===== config.mk =====
export PLATFORM = sky130hd
export DESIGN_NAME = encoder4e_seq
export DESIGN_NICKNAME = d
export VERILOG_FILES = /design/src/rtl/encoder4e_pkg.sv /design/src/rtl/encoder4e_prio.sv /design/src/rtl/encoder4e_seq.sv
export SDC_FILE = /design/constraint.sdc
export NUM_CORES = 1
export LEC_CHECK = 0
export CORE_AREA = 3 3 41 43
export CTS_CLUSTER_DIAMETER = 200
export DETAILED_ROUTE_END_ITERATION = 10
export DIE_AREA = 0 0 44 46
export PLACE_DENSITY = 0.53
export SYNTH_ARGS = -nofsm -noshare
export SYNTH_HDL_FRONTEND = slang
export SYNTH_SLANG_ARGS = --single-unit

===== constraint.sdc =====
create_clock -name clk -period 2.23 [get_ports clk]
set_clock_uncertainty 0.15 [all_clocks]
set_input_delay 0.446 -clock clk [delete_from_list [all_inputs] [get_ports clk]]
set_output_delay 0.446 -clock clk [all_outputs]
set_load 0.005 [all_outputs]

===== src/rtl/encoder4e_pkg.sv =====
// Shared types and the priority-search helper for the encoder4e family.
// Optional build macro ENCODER4E_ROUND_ROBIN_EN is consumed by encoder4e_seq.
package encoder4e_pkg;

  typedef enum logic {
    EMPTY = 1'b0,
    FULL  = 1'b1
  } state_t;

  localparam int MAX_N = 64;
  localparam int MAX_W = 6;

  typedef struct packed {
    logic             found;
    logic [MAX_W-1:0] idx;
  } prio_t;

  // First set bit of pend searched downward from start, wrapping within n lines.
  function automatic prio_t prio_sel(input logic [MAX_N-1:0] pend,
                                     input logic [MAX_W-1:0] start,
                                     input int               n);
    prio_t            r;
    logic [MAX_W-1:0] i;
    r = '0;
    for (int k = 0; k < MAX_N; k++) begin
      i = (start - MAX_W'(k)) & MAX_W'(n - 1);
      if ((k < n) && !r.found && pend[i]) begin
        r.found = 1'b1;
        r.idx   = i;
      end
    end
    return r;
  endfunction

endpackage


===== src/rtl/encoder4e_prio.sv =====
// Combinational N-to-CODE_W priority selector with a wrap-around start index.
module encoder4e_prio
  import encoder4e_pkg::*;
#(
  parameter int N      = 4,
  parameter int CODE_W = $clog2(N)
) (
  input  logic [N-1:0]      req,
  input  logic [CODE_W-1:0] start,
  output logic [CODE_W-1:0] idx,
  output logic              found
);

  logic [MAX_N-1:0] req_ext;
  prio_t            sel;
  prio_t            unused_sel;

  genvar gi;
  generate
    for (gi = 0; gi < MAX_N; gi++) begin : g_ext
      if (gi < N) begin : g_live
        assign req_ext[gi] = req[gi];
      end else begin : g_pad
        assign req_ext[gi] = 1'b0;
      end
    end
  endgenerate

  assign sel        = prio_sel(req_ext, MAX_W'(start), N);
  assign unused_sel = sel;
  assign idx        = sel.idx[CODE_W-1:0];
  assign found      = sel.found;

endmodule


===== src/rtl/encoder4e_seq.sv =====
// Registered priority encoder: latches request pulses, emits one code per valid/ready transfer.
// Define ENCODER4E_ROUND_ROBIN_EN for rotating priority instead of fixed highest-index-first.
module encoder4e_seq
  import encoder4e_pkg::*;
#(
  parameter int N      = 4,
  parameter int CODE_W = $clog2(N)
) (
  input  logic              clk,
  input  logic              reset_n,
  input  logic [N-1:0]      in,
  input  logic              enable,
  output logic [CODE_W-1:0] out,
  output logic              out_valid,
  input  logic              out_ready,
  output logic [N-1:0]      pending,
  output logic              busy
);

  state_t            state_reg, state_next;
  logic [N-1:0]      pending_reg, pending_next;
  logic [N-1:0]      grant_mask, set_mask;
  logic [CODE_W-1:0] out_reg, out_next;
  logic [CODE_W-1:0] cand, start;
  logic              found, load;

`ifdef ENCODER4E_ROUND_ROBIN_EN
  logic [CODE_W-1:0] last_reg;

  assign start = last_reg - CODE_W'(1);

  always_ff @(posedge clk or negedge reset_n) begin
    if (!reset_n) begin
      last_reg <= CODE_W'(N - 1);
    end else if (load) begin
      last_reg <= cand;
    end
  end
`else
  assign start = CODE_W'(N - 1);
`endif

  encoder4e_prio #(
    .N      (N),
    .CODE_W (CODE_W)
  ) u_prio (
    .req   (pending_reg),
    .start (start),
    .idx   (cand),
    .found (found)
  );

  assign load = found && ((state_reg == EMPTY) || out_ready);

  genvar gi;
  generate
    for (gi = 0; gi < N; gi++) begin : g_grant
      assign grant_mask[gi] = load && (cand == CODE_W'(gi));
    end
  endgenerate

  // New requests are OR-ed after the grant clear so a same-cycle re-request survives.
  assign set_mask     = enable ? in : '0;
  assign pending_next = (pending_reg & ~grant_mask) | set_mask;

  always_comb begin
    state_next = state_reg;
    out_next   = out_reg;
    case (state_reg)
      EMPTY: begin
        if (load) begin
          out_next   = cand;
          state_next = FULL;
        end
      end
      FULL: begin
        if (out_ready) begin
          if (load) begin
            out_next = cand;
          end else begin
            state_next = EMPTY;
          end
        end
      end
      default: state_next = EMPTY;
    endcase
  end

  always_ff @(posedge clk or negedge reset_n) begin
    if (!reset_n) begin
      state_reg   <= EMPTY;
      pending_reg <= '0;
      out_reg     <= '0;
    end else begin
      state_reg   <= state_next;
      pending_reg <= pending_next;
      out_reg     <= out_next;
    end
  end

  assign out       = out_reg;
  assign out_valid = (state_reg == FULL);
  assign pending   = pending_reg;
  assign busy      = out_valid | (|pending_reg);

endmodule


==> out/qor.csv <==
stage,metric,value,unit
run_status,status,completed,
placement,RePlAce Congestion,0.723,
logic_synthesis,Post-Synth Adder-Cell Area,0,
detailed_routing,Metal-1 WL,331,µm
power_and_ir_drop,Switch Pwr,93.0,µW
sta,Least-Margin Pin Slew,329,ps
critical_path,Setup CP Type,reg2out,
power_and_ir_drop,Clock power frac,0.316,
cts,total clock sinks,7,
logic_synthesis,Synth Area in XOR/XNOR,0,
global_route,gr usage total,0.0953,
global_route,number of global-route vias before repair,287,
sta,post-route minimum period,2020,ps
logic_synthesis,Yosys top cell by area,dfrtp_1,
cells_and_area,share of cells above drive strength 1,0.128,
logic_synthesis,largest family of logic cells by synthesized area,simple AND/OR/NAND/NOR gates,
power_and_ir_drop,Power Density,719,nW/µm²
logic_synthesis,largest cells by area after synthesis,"dfrtp_1 (57%), o21ai_0 (6.5%), nand2_1 (6.1%)",
detailed_routing,WL/cell,12.0,µm
cts,H-tree depth,1,
sta,RSZ-0062 raised after global routing,false,
cts,# resized after CTS,0,
critical_path,Worst Path Max Fanout,6,
logic_synthesis,Synth Area in Simple Gates,0.228,
sta,final setup fails,0,
cts,CTS Hold Bufs,0,
logic_synthesis,post-synthesis mux area share,0,
logic_synthesis,synthesis-stage register bit count,7,
global_route,initial antenna violation count,0,
job,Max-cap violations,0,
detailed_routing,Vias/cell,4.44,
sta,f_max,496,MHz
detailed_routing,DRT Pass-1 Iters,1,
power_and_ir_drop,Comb power frac,0.233,
power_and_ir_drop,Seq pwr share,0.451,
floorplanning,Site Rows,13,
placement,port bufs,15,
critical_path,critical path arrival,1420,ps
sta,Rel. slew slack,0.780,
floorplanning,Die Span X,44,µm
detailed_routing,WL final,742,µm
cells_and_area,final net count,56,
cts,Worst-Skew Late Latency,250,ps
logic_synthesis,Synth Area per Inst,11.0,µm²
cells_and_area,max reg flops,4,
floorplanning,I/O pin total,16,
global_route,first-pass GRT wire length,1.30,mm
detailed_routing,DR DRC count,0,
detailed_routing,Met2 Wirelength,349,µm
power_and_ir_drop,Sw Share,0.257,
logic_synthesis,syn_nets,36,
hold_path,Worst Hold Class,in2async,
cts,CTS tree,built,
sta,fin crit share,0.905,
sta,final hold vios,0,
logic_synthesis,area share of the largest cell type after synthesis,0.569,
logic_synthesis,compound-cell area share of the yosys netlist,0.203,
sta,final slew viol count,0,
floorplanning,core area,1330,µm²
global_route,largest net degree at the start of global routing,9,
detailed_routing,Antenna Nets Post-Route,0,
global_route,Overflow after GRT,0,
cells_and_area,Inserted Diodes,0,
floorplanning,initial core utilization,0.231,
logic_synthesis,cell area after synthesis,308,µm²
logic_synthesis,library cells used by synthesis,12,
critical_path,R2R Path End,pending[1],
cells_and_area,Area Growth Syn to Fin,63.4,%
power_and_ir_drop,Lkg Pwr,0.000212,µW
cts,post-CTS setup buffer count,0,
cts,clock transition at the registers of the reported paths,50,ps
power_and_ir_drop,Max VDD drop,0.277,mV
sta,setup tns final,0,ps
detailed_routing,highest routed layer,met3,
cells_and_area,"most common cell after layout, fill and taps aside",clkdlybuf4s50_1,
logic_synthesis,Syn Inst Count,28,
power_and_ir_drop,P_int,269,µW
critical_path,Worst R2R Start,pending[3],
floorplanning,die area,2020,µm²
cells_and_area,"commonest cells after routing, fill and taps aside","clkdlybuf4s50_1 (15), dfrtp_1 (7), nand2_1 (5), o21ai_0 (4)",
logic_synthesis,"Seq/Total Area, Yosys",0.569,
cells_and_area,Final Util,0.377,
detailed_routing,vias,275,
cts,Root Buffer,clkbuf_4,
cts,number of buffers created by CTS,3,
critical_path,Setup crit start kind,flop,
critical_path,R2R cell count,3,
floorplanning,die height,46,µm
logic_synthesis,YS warnings,0,
critical_path,WP data required,1630,ps
critical_path,CP Capture Type,primary output,
detailed_routing,Iteration-0 DRC Markers,0,
detailed_routing,Met3 Routed Length,61,µm
cts,clk buf depth,2,
critical_path,R2R setup slack,1050,ps
## cell usage after synthesis, drive strengths merged
library cell,instances
a22o,2
dfrtp,7
nand2,5
nand2b,2
nand3b,1
nor2,3
nor2b,2
o21ai,4
o21bai,1
o41ai,1
## per-stage QoR
stage	cells	worst slack [ps]	cell area [µm²]	power [µW]	hold WS, ps
final	62	212	503	362	310
after global placement	58	494	477	250	338
after global routing	62	110	503	391	333
after detailed placement	58	475	477	250	348
after CTS	62	197	503	370	322
after floorplan	28	953	308	192	0.409
## final cells by class
cell class,count,area [µm²]
repair buffers,15,150
multi-input cells,21,133
flip-flops and latches,7,175
clock buffers,4,26.3
fillers,144,831
well taps,15,18.8
## critical path, cell delays in order (launching register included)
cell and delay [ps]:
dfrtp_1 440, nor2_1 200, nand3b_1 90, clkdlybuf4s50_1 440
## how the worst max path moves through the flow
stage | from | depth (start not counted) | slack [ps] | endpoint
5_1_grt | pending[3] | 3 | 110 | busy
3_5_place_dp | pending[3] | 3 | 480 | busy
3_3_place_gp | pending[0] | 3 | 490 | busy
2_1_floorplan | pending[3] | 2 | 950 | busy
6_report | pending[3] | 3 | 210 | busy
4_1_cts | pending[0] | 3 | 200 | busy
## power groups by stage
stage / sequential, µW / clock (µW) / combinational [µW]
4_1_cts: 164 / 120 / 86.0
6_report: 163 / 114 / 84.2
5_1_grt: 166 / 131 / 93.9
2_1_floorplan: 164 / 0 / 27.7
3_3_place_gp: 165 / 0 / 84.9
3_5_place_dp: 165 / 0 / 84.6
## logic make-up after synthesis
group / after synthesis
AO/OA/AOI/OAI: 8
AND/OR/NAND/NOR: 13
flip-flops: 7
## layer usage
metal / vias up / GRT usage
met3: 0 / 0.0514
met4: 0 / 0.0723
met1: 128 / 0.119
met2: 12 / 0.119
met5: - / 0
li1: 135 / -
No activity file was read; power rests on OpenSTA's default activity.
